File: src/rtl/fifo_rd_dnconv.sv
// Show-ahead FIFO drain stage: pops DWID-bit words and emits them as OWID-bit
// slices on a valid/ready stream. Define DNCONV_MSB_FIRST_EN for MSB-first slice order.
module fifo_rd_dnconv #(
  parameter int DWID = 16,
  parameter int OWID = 4
) (
  input  logic            clk,
  input  logic            rst,
  input  logic            fifo_empty_i,
  input  logic [DWID-1:0] fifo_rdata_i,
  output logic            fifo_rd_o,
  output logic            m_valid_o,
  input  logic            m_ready_i,
  output logic [OWID-1:0] m_data_o,
  output logic            m_last_o,
  output logic            busy_o,
  output logic [15:0]     word_cnt_o
);

  localparam int RATIO = DWID / OWID;
  localparam int CWID  = (RATIO > 1) ? $clog2(RATIO) : 1;

  localparam logic [0:0] IDLE = 1'b0;
  localparam logic [0:0] SEND = 1'b1;

  localparam logic [CWID-1:0] LAST_CNT = CWID'(RATIO - 1);

  logic [0:0]      state_r;
  logic [DWID-1:0] shift_r;
  logic [CWID-1:0] cnt_r;
  logic            last_r;
  logic            run_r;
  logic [15:0]     word_cnt_r;
  logic            pop_s;
  logic            hs_s;

  // Move the next slice into the output position of the shift register.
  function automatic logic [DWID-1:0] advance(input logic [DWID-1:0] word);
`ifdef DNCONV_MSB_FIRST_EN
    return word << OWID;
`else
    return word >> OWID;
`endif
  endfunction

  // Pop and handshake decode; the only combinational input-to-output path.
  always_comb begin
    pop_s = 1'b0;
    hs_s  = 1'b0;
    case (state_r)
      IDLE: begin
        // run_r keeps the pop strobe low until the first edge after reset release
        pop_s = run_r & ~fifo_empty_i;
        hs_s  = 1'b0;
      end
      SEND: begin
        hs_s  = m_ready_i;
        pop_s = m_ready_i & last_r & ~fifo_empty_i;
      end
      default: begin
        pop_s = 1'b0;
        hs_s  = 1'b0;
      end
    endcase
  end

  // Out-of-reset qualifier for the pop strobe.
  always_ff @(posedge clk or negedge rst) begin
    if (!rst) begin
      run_r <= 1'b0;
    end else begin
      run_r <= 1'b1;
    end
  end

  // Word load, slice sequencing and word counting.
  always_ff @(posedge clk or negedge rst) begin
    if (!rst) begin
      state_r    <= IDLE;
      shift_r    <= {DWID{1'b0}};
      cnt_r      <= {CWID{1'b0}};
      last_r     <= 1'b0;
      word_cnt_r <= 16'd0;
    end else begin
      case (state_r)
        IDLE: begin
          if (pop_s) begin
            shift_r <= fifo_rdata_i;
            cnt_r   <= {CWID{1'b0}};
            last_r  <= 1'b0;
            state_r <= SEND;
          end else begin
            state_r <= IDLE;
          end
        end
        SEND: begin
          if (!hs_s) begin
            state_r <= SEND;
          end else if (last_r) begin
            word_cnt_r <= word_cnt_r + 16'd1;
            cnt_r      <= {CWID{1'b0}};
            last_r     <= 1'b0;
            if (pop_s) begin
              shift_r <= fifo_rdata_i;
              state_r <= SEND;
            end else begin
              shift_r <= {DWID{1'b0}};
              state_r <= IDLE;
            end
          end else begin
            shift_r <= advance(shift_r);
            cnt_r   <= cnt_r + CWID'(1);
            last_r  <= ((cnt_r + CWID'(1)) == LAST_CNT);
          end
        end
        default: begin
          state_r <= IDLE;
          shift_r <= {DWID{1'b0}};
          cnt_r   <= {CWID{1'b0}};
          last_r  <= 1'b0;
        end
      endcase
    end
  end

  assign fifo_rd_o  = pop_s;
  assign m_valid_o  = (state_r == SEND);
  assign busy_o     = (state_r == SEND);
  assign m_last_o   = last_r;
  assign word_cnt_o = word_cnt_r;
`ifdef DNCONV_MSB_FIRST_EN
  assign m_data_o   = shift_r[DWID-1 -: OWID];
`else
  assign m_data_o   = shift_r[OWID-1:0];
`endif

endmodule

File: config.mk
export PLATFORM = sky130hd
export DESIGN_NAME = fifo_rd_dnconv
export DESIGN_NICKNAME = d
export VERILOG_FILES = /design/src/rtl/fifo_rd_dnconv.sv
export SDC_FILE = /design/constraint.sdc
export NUM_CORES = 1
export LEC_CHECK = 0
export ABC_AREA = 1
export CORE_ASPECT_RATIO = 2
export CORE_MARGIN = 5
export CORE_UTILIZATION = 45
export DETAILED_ROUTE_END_ITERATION = 16
export PLACE_DENSITY = 0.76
export RECOVER_POWER = 50
export REMOVE_ABC_BUFFERS = 1
export SYNTH_ARGS = -nofsm -noshare
export SYNTH_HDL_FRONTEND = slang
export SYNTH_SLANG_ARGS = --single-unit
File: constraint.sdc
create_clock -name clk -period 1.1 [get_ports clk]
set_input_delay 0.22 -clock clk [delete_from_list [all_inputs] [get_ports clk]]
set_output_delay 0.22 -clock clk [all_outputs]
set_load 0.02 [all_outputs]
# ---- After elaboration in Yosys (flattened, before gate mapping)
# Index checks and enable logic that the tools add are counted.
dict set report word_totals {
  reg_bits 37
  inputBits 20
  elab_cells 37
}
dict set report op_classes {
  addsub 2
  n_eq_ne 3
  muxes 19
  bitwise_logic 5
  reduce_logical 2
}
# cell n
set op_table {}
lappend op_table {{$mux W16} 4}
lappend op_table {{$pmux W16 S2} 1}
lappend op_table {{$add A16 B1 Y16 const B} 1}
lappend op_table {{$pmux W1 S2} 4}
lappend op_table {{$mux W1} 6}
lappend op_table {{$mux W2} 3}
lappend op_table {{$pmux W2 S2} 1}
lappend op_table {{$and A1 B1 Y1} 3}
lappend op_table {{$reduce_and A3 Y1} 1}
lappend op_table {{$add A2 B1 Y2 const B} 1}
lappend op_table {{$eq A2 B2 Y1 const B} 1}
lappend op_table {{$ne A2 B1 Y1 const B} 1}
lappend op_table {{$ne A2 B2 Y1 const B} 1}
lappend op_table {{$not A1 Y1} 2}
lappend op_table {{$reduce_and A2 Y1} 1}

# ---- Longest topological paths before layout
dict set report logic_depth {
  ltp_word 7
  mapped_depth 8
  depth_no_buf 8
}

# ---- Worst setup path after synthesis
# No wires, ideal clock.
dict set report synth_timing {
  path_type {register to register}
  startpoint {reg state_r (netlist: busy_o)}
  endpoint {reg shift_r[4]}
  arrival_ns 1.215
  required_ns 0.980
  path_slack_ns -0.235
  path_stages_with_launch 8
  period_less_slack_ns 1.335
  cell_sequence {dfrtp_1 -> inv_2 -> nand3_2 -> nand2_4 -> inv_6 -> buf_6 -> a21oi_2 -> a21oi_2}
}
dict set report synth_via {
  elab_chain_cells 6
  word_cells_on_any_way 10
}
# element line_no
set synth_rtl {}
lappend synth_rtl {{from (decl)} 28} ;# logic [0:0] state_r;
lappend synth_rtl {{from (signal assigned)} 79} ;# state_r <= IDLE;
lappend synth_rtl {{from (signal assigned)} 91} ;# state_r <= SEND;
lappend synth_rtl {{from (signal assigned)} 93} ;# state_r <= IDLE;
lappend synth_rtl {{$not A1 Y1} -}
lappend synth_rtl {{$pmux W1 S2} 50} ;# case (state_r)
lappend synth_rtl {{$mux W16} 103} ;# if (pop_s) begin
lappend synth_rtl {{$mux W16} 99} ;# end else if (last_r) begin
lappend synth_rtl {{$mux W16} 97} ;# if (!hs_s) begin
lappend synth_rtl {{$pmux W16 S2} 85} ;# case (state_r)
lappend synth_rtl {{to (signal assigned)} 88} ;# shift_r <= fifo_rdata_i;
lappend synth_rtl {{to (signal assigned)} 104} ;# shift_r <= fifo_rdata_i;
lappend synth_rtl {{to (signal assigned)} 107} ;# shift_r <= {DWID{1'b0}};
lappend synth_rtl {{to (decl)} 29} ;# logic [DWID-1:0] shift_r;
# Parallel ways exist; a longest one is shown, timed or not. The select of a mux whose other input is x is not followed.
# A chain may end at the register's enable or synchronous reset.

# ---- Worst setup path after layout
dict set report layout_timing {
  startpoint {reg last_r (netlist: m_last_o)}
  endpoint {out fifo_rd_o}
}
dict set report layout_via {
  elab_chain_cells 3
}
# element line_no
set layout_rtl {}
lappend layout_rtl {{from (decl)} 31} ;# logic last_r;
lappend layout_rtl {{from (signal assigned)} 113} ;# last_r <= ((cnt_r + CWID'(1)) == LAST_CNT);
lappend layout_rtl {{$and A1 B1 Y1 (2 in series)} 58} ;# pop_s = m_ready_i & last_r & ~fifo_empty_i;
lappend layout_rtl {{$pmux W1 S2} 50}
lappend layout_rtl {{to (decl)} 11} ;# output logic fifo_rd_o,
# No other way between the ends.

==> impl_metrics.tcl <==
set metrics [dict create \
    drt-vias-per-instance 5.10 \
    timing.critical_path.to "fifo_rd_o" \
    wl_met1_um 1770 \
    worst-path-buf-inv 2 \
    fin_worst_skew_ns 0.00745 \
    fmax_mhz 737 \
    route.detailed.wl_per_inst_um 14.7 \
    drv.max_cap_violation_count 0 \
    cts_buffers 5 \
    status "finished, violations left" \
    synth-async-reset-ratio_pct 100 \
    slew_violations 0 \
    drc_violation_count_after_routing 0 \
    ctsHoldBuffers 0 \
    post_route_cells_drive_above_1_share_pct 44.3 \
    synth_top_area_share_pct 48.9 \
    worst_ep_required_time_ns 0.88 \
    io_buffers 43 \
    clock_sink_count 37 \
    gpl.final_weighted_congestion 0.798 \
    layout-area-overhead-vs-synth_pct 56.5 \
    antennaDiodeCount 0 \
    worst_path_max_delay_cell "dfrtp_1" \
    synth-seq-cells 37 \
    initial_utilization_pct 46.3 \
    drt.antenna.violating_nets 0 \
    critical_path_s_largest_stage_delay_ns 0.40 \
    die_area_um2 5690 \
    n_fill_cell 287 \
    synth-edff-count 0 \
    max-slew-margin-rel_pct 64.7 \
    grt_usage_pct 18.0 \
    worst_skew_pair.late_latency_ns 0.30 \
    floorplan.die.height_um 102 \
    grt_overflow 0 \
    crit_type "register to primary output" \
    cts_tree "yes" \
    length_of_routed_met3_wiring_um 209 \
    largest_cells_by_area_after_synthesis "dfrtp_1 49%, nand2_1 12%, nand3_1 5.0%" \
    worstPathCellList "nand2_1, nand2_2, nand3_4, inv_4, buf_6" \
    setup_slack_ns -0.257 \
    vias_in_the_first_global_route 1868 \
    final_core_utilization_pct 72.5 \
    synth_cell_type_count 26 \
    crit_path_end_kind "primary output" \
    clk_pin_slew_worst_paths_ns 0.08 \
    setup_repair_after_global_routing_missed_its_margin "yes" \
    r2r_end "word_cnt_o[12]" \
    detailedRoute.firstPassIterationCount 5 \
    setup.worst_path.start "m_last_o" \
    ff2ff_setup_slack_ns -0.21 \
    dp_slack_ns -0.766 \
    grt_antenna_before_repair 0 \
    die_width_um 55.9 \
    htreeDepth 2 \
    power.static_leakage_uw 0.00143 \
    design.portCount 44 \
    seq_area_frac_synth_pct 48.9 \
    power-per-cell-area_nw_per_um2 2090 \
    regToRegStartpoint "busy_o" \
    place.detailed.hpwl_um 3490 \
    reg2reg_depth 8 \
    synth_top_cells_by_count "59 x nand2_1, 37 x dfrtp_1, 23 x inv_1, 19 x nand3_1, 16 x nor2_1" \
    yosys_most_used_dff "dfrtp_1" \
    grt_max_degree 38 \
    post-synth-top-count-cell "nand2_1" \
    timing.final.crit_share_pct 123 \
    critical_path.startpoint_type "register" \
    timing.final.hold_violations 0 \
    fp.coreArea_um2 4090 \
    synth_top_area_cell "dfrtp_1" \
    synth_area_um2 1890 \
    final_net_count 326 \
    grt_pass1_wl_um 8000 \
    peakVddDrop_uv 1480 \
    worst_pin_slew_ns 0.529 \
    synth_cells 219 \
    synthesis.area_per_instance_um2 8.65 \
    cp_max_fo 3 \
    met2RoutedLength_um 3100 \
    hold_crit_class "input pin to asynchronous set/reset pin" \
    drt_iter0_drc 35 \
    rows 33 \
    root_buffer "clkbuf_8" \
    violations "negative setup slack" \
    setup_violating_endpoint_count_in_the_final_report 46 \
    worst-path-stages 5 \
    yosys_warnings 0 \
    dr_total_vias 1819 \
    worst-endpoint-arrival_ns 1.14 \
    critical-path-top-delay-family "flip-flops" \
    drt_wl_total_um 5250 \
    final.min_clock_period_ns 1.36 \
    clockBufferDepth 2 \
    top_routing_layer_used "met4" \
]
-- worst min-delay path by stage --
stage | start | to
final | rst | word_cnt_o[15]
after global routing | fifo_rdata_i[0] | shift_r[0]
after floorplan | rst | busy_o
after global placement | cnt_r[0] | cnt_r[0]
after CTS | rst | word_cnt_o[11]
after detailed placement | cnt_r[0] | cnt_r[0]
-- cell usage in the layout (no fill, tap or decap), types with 3 or more instances in the layout --
master and instances:
buf_4 34, nor2_4 4, buf_2 11, nand4_1 4, xnor2_1 3, nand2_1 54
dfrtp_2 5, nand2_4 3, a21oi_1 5, nor2_2 11, a21oi_2 6, nand2_2 4
nand3_2 12, inv_1 23, xor2_1 5, clkbuf_8 7, clkdlybuf4s50_1 17, nand3_1 7
buf_6 18, dfrtp_1 32, nand3_4 4, nor2_1 9, a22o_1 4
-- repair_timing --
item | CTS | global route
buffers inserted | 8 | 3
setup endpoints to repair | 57 | 48
cloned | 1 | 1
pin swaps | 8 | 10
resized for setup | 135 | 48
-- cell type report --
class / instances / area (um2) / area share (%)
Clock inverter: 1 / 5.00 / 0.169
Inverter: 26 / 108 / 3.63
Timing Repair inverter: 1 / 11.3 / 0.380
Clock buffer: 7 / 96.3 / 3.25
Timing Repair Buffer: 86 / 769 / 26.0
Sequential cell: 37 / 932 / 31.4
Tap cell: 52 / 65.1 / 2.20
Multi-Input combinational cell: 147 / 977 / 33.0
-- per-layer routing --
layer | vias up | GRT usage, %
met3 | 13 | 3.70
li1 | 855 | -
met4 | 0 | 8.59
met1 | 901 | 15.4
met5 | - | 0
met2 | 50 | 37.9
-- kinds of logic (layout without fill, tap and decap cells) --
logic type                 after synthesis  in the layout  synth area share [%]
DFF                                     37             37                  48.9
adders and majority gates                2              2                  1.32
other                                    1              1                 0.198
buffers and inverters                   35            121                  9.58
xor gates and xnor gates                10             10                  4.62
and+or+nand+nor                        114            114                  28.5
AOI/OAI and AO/OA                       20             20                  6.87
-- sequential cells by signal, indices dropped and copies added, names as in the netlist --
name,flops
busy_o,1
cnt_r,2
m_last_o,1
run_r,1
shift_r,16
word_cnt_o,16
-- where the power goes --
group	switching [uW]	total, uW	internal (uW)
clock network	498	1070	567
logic	1610	3070	1460
registers	329	2080	1750
total	2440	6210	3770
-- per-stage QoR --
| stage | instances | area [um2] | total power [uW] | hold WS (ns) | setup TNS [ns] |
|---|---|---|---|---|---|
| final | 357 | 2960 | 6210 | 0.456 | -5.69 |
| after global routing | 357 | 2960 | 6530 | 0.483 | -7.81 |
| after CTS | 356 | 2750 | 5560 | 0.310 | -7.12 |
| after detailed placement | 339 | 2590 | 4350 | 0.480 | -15.80 |
| after global placement | 339 | 2590 | 4280 | 0.466 | -15.02 |
| after floorplan | 210 | 1820 | 3180 | -0.0756 | -10.11 |
Note: power is estimated with default switching activity, not from simulation.
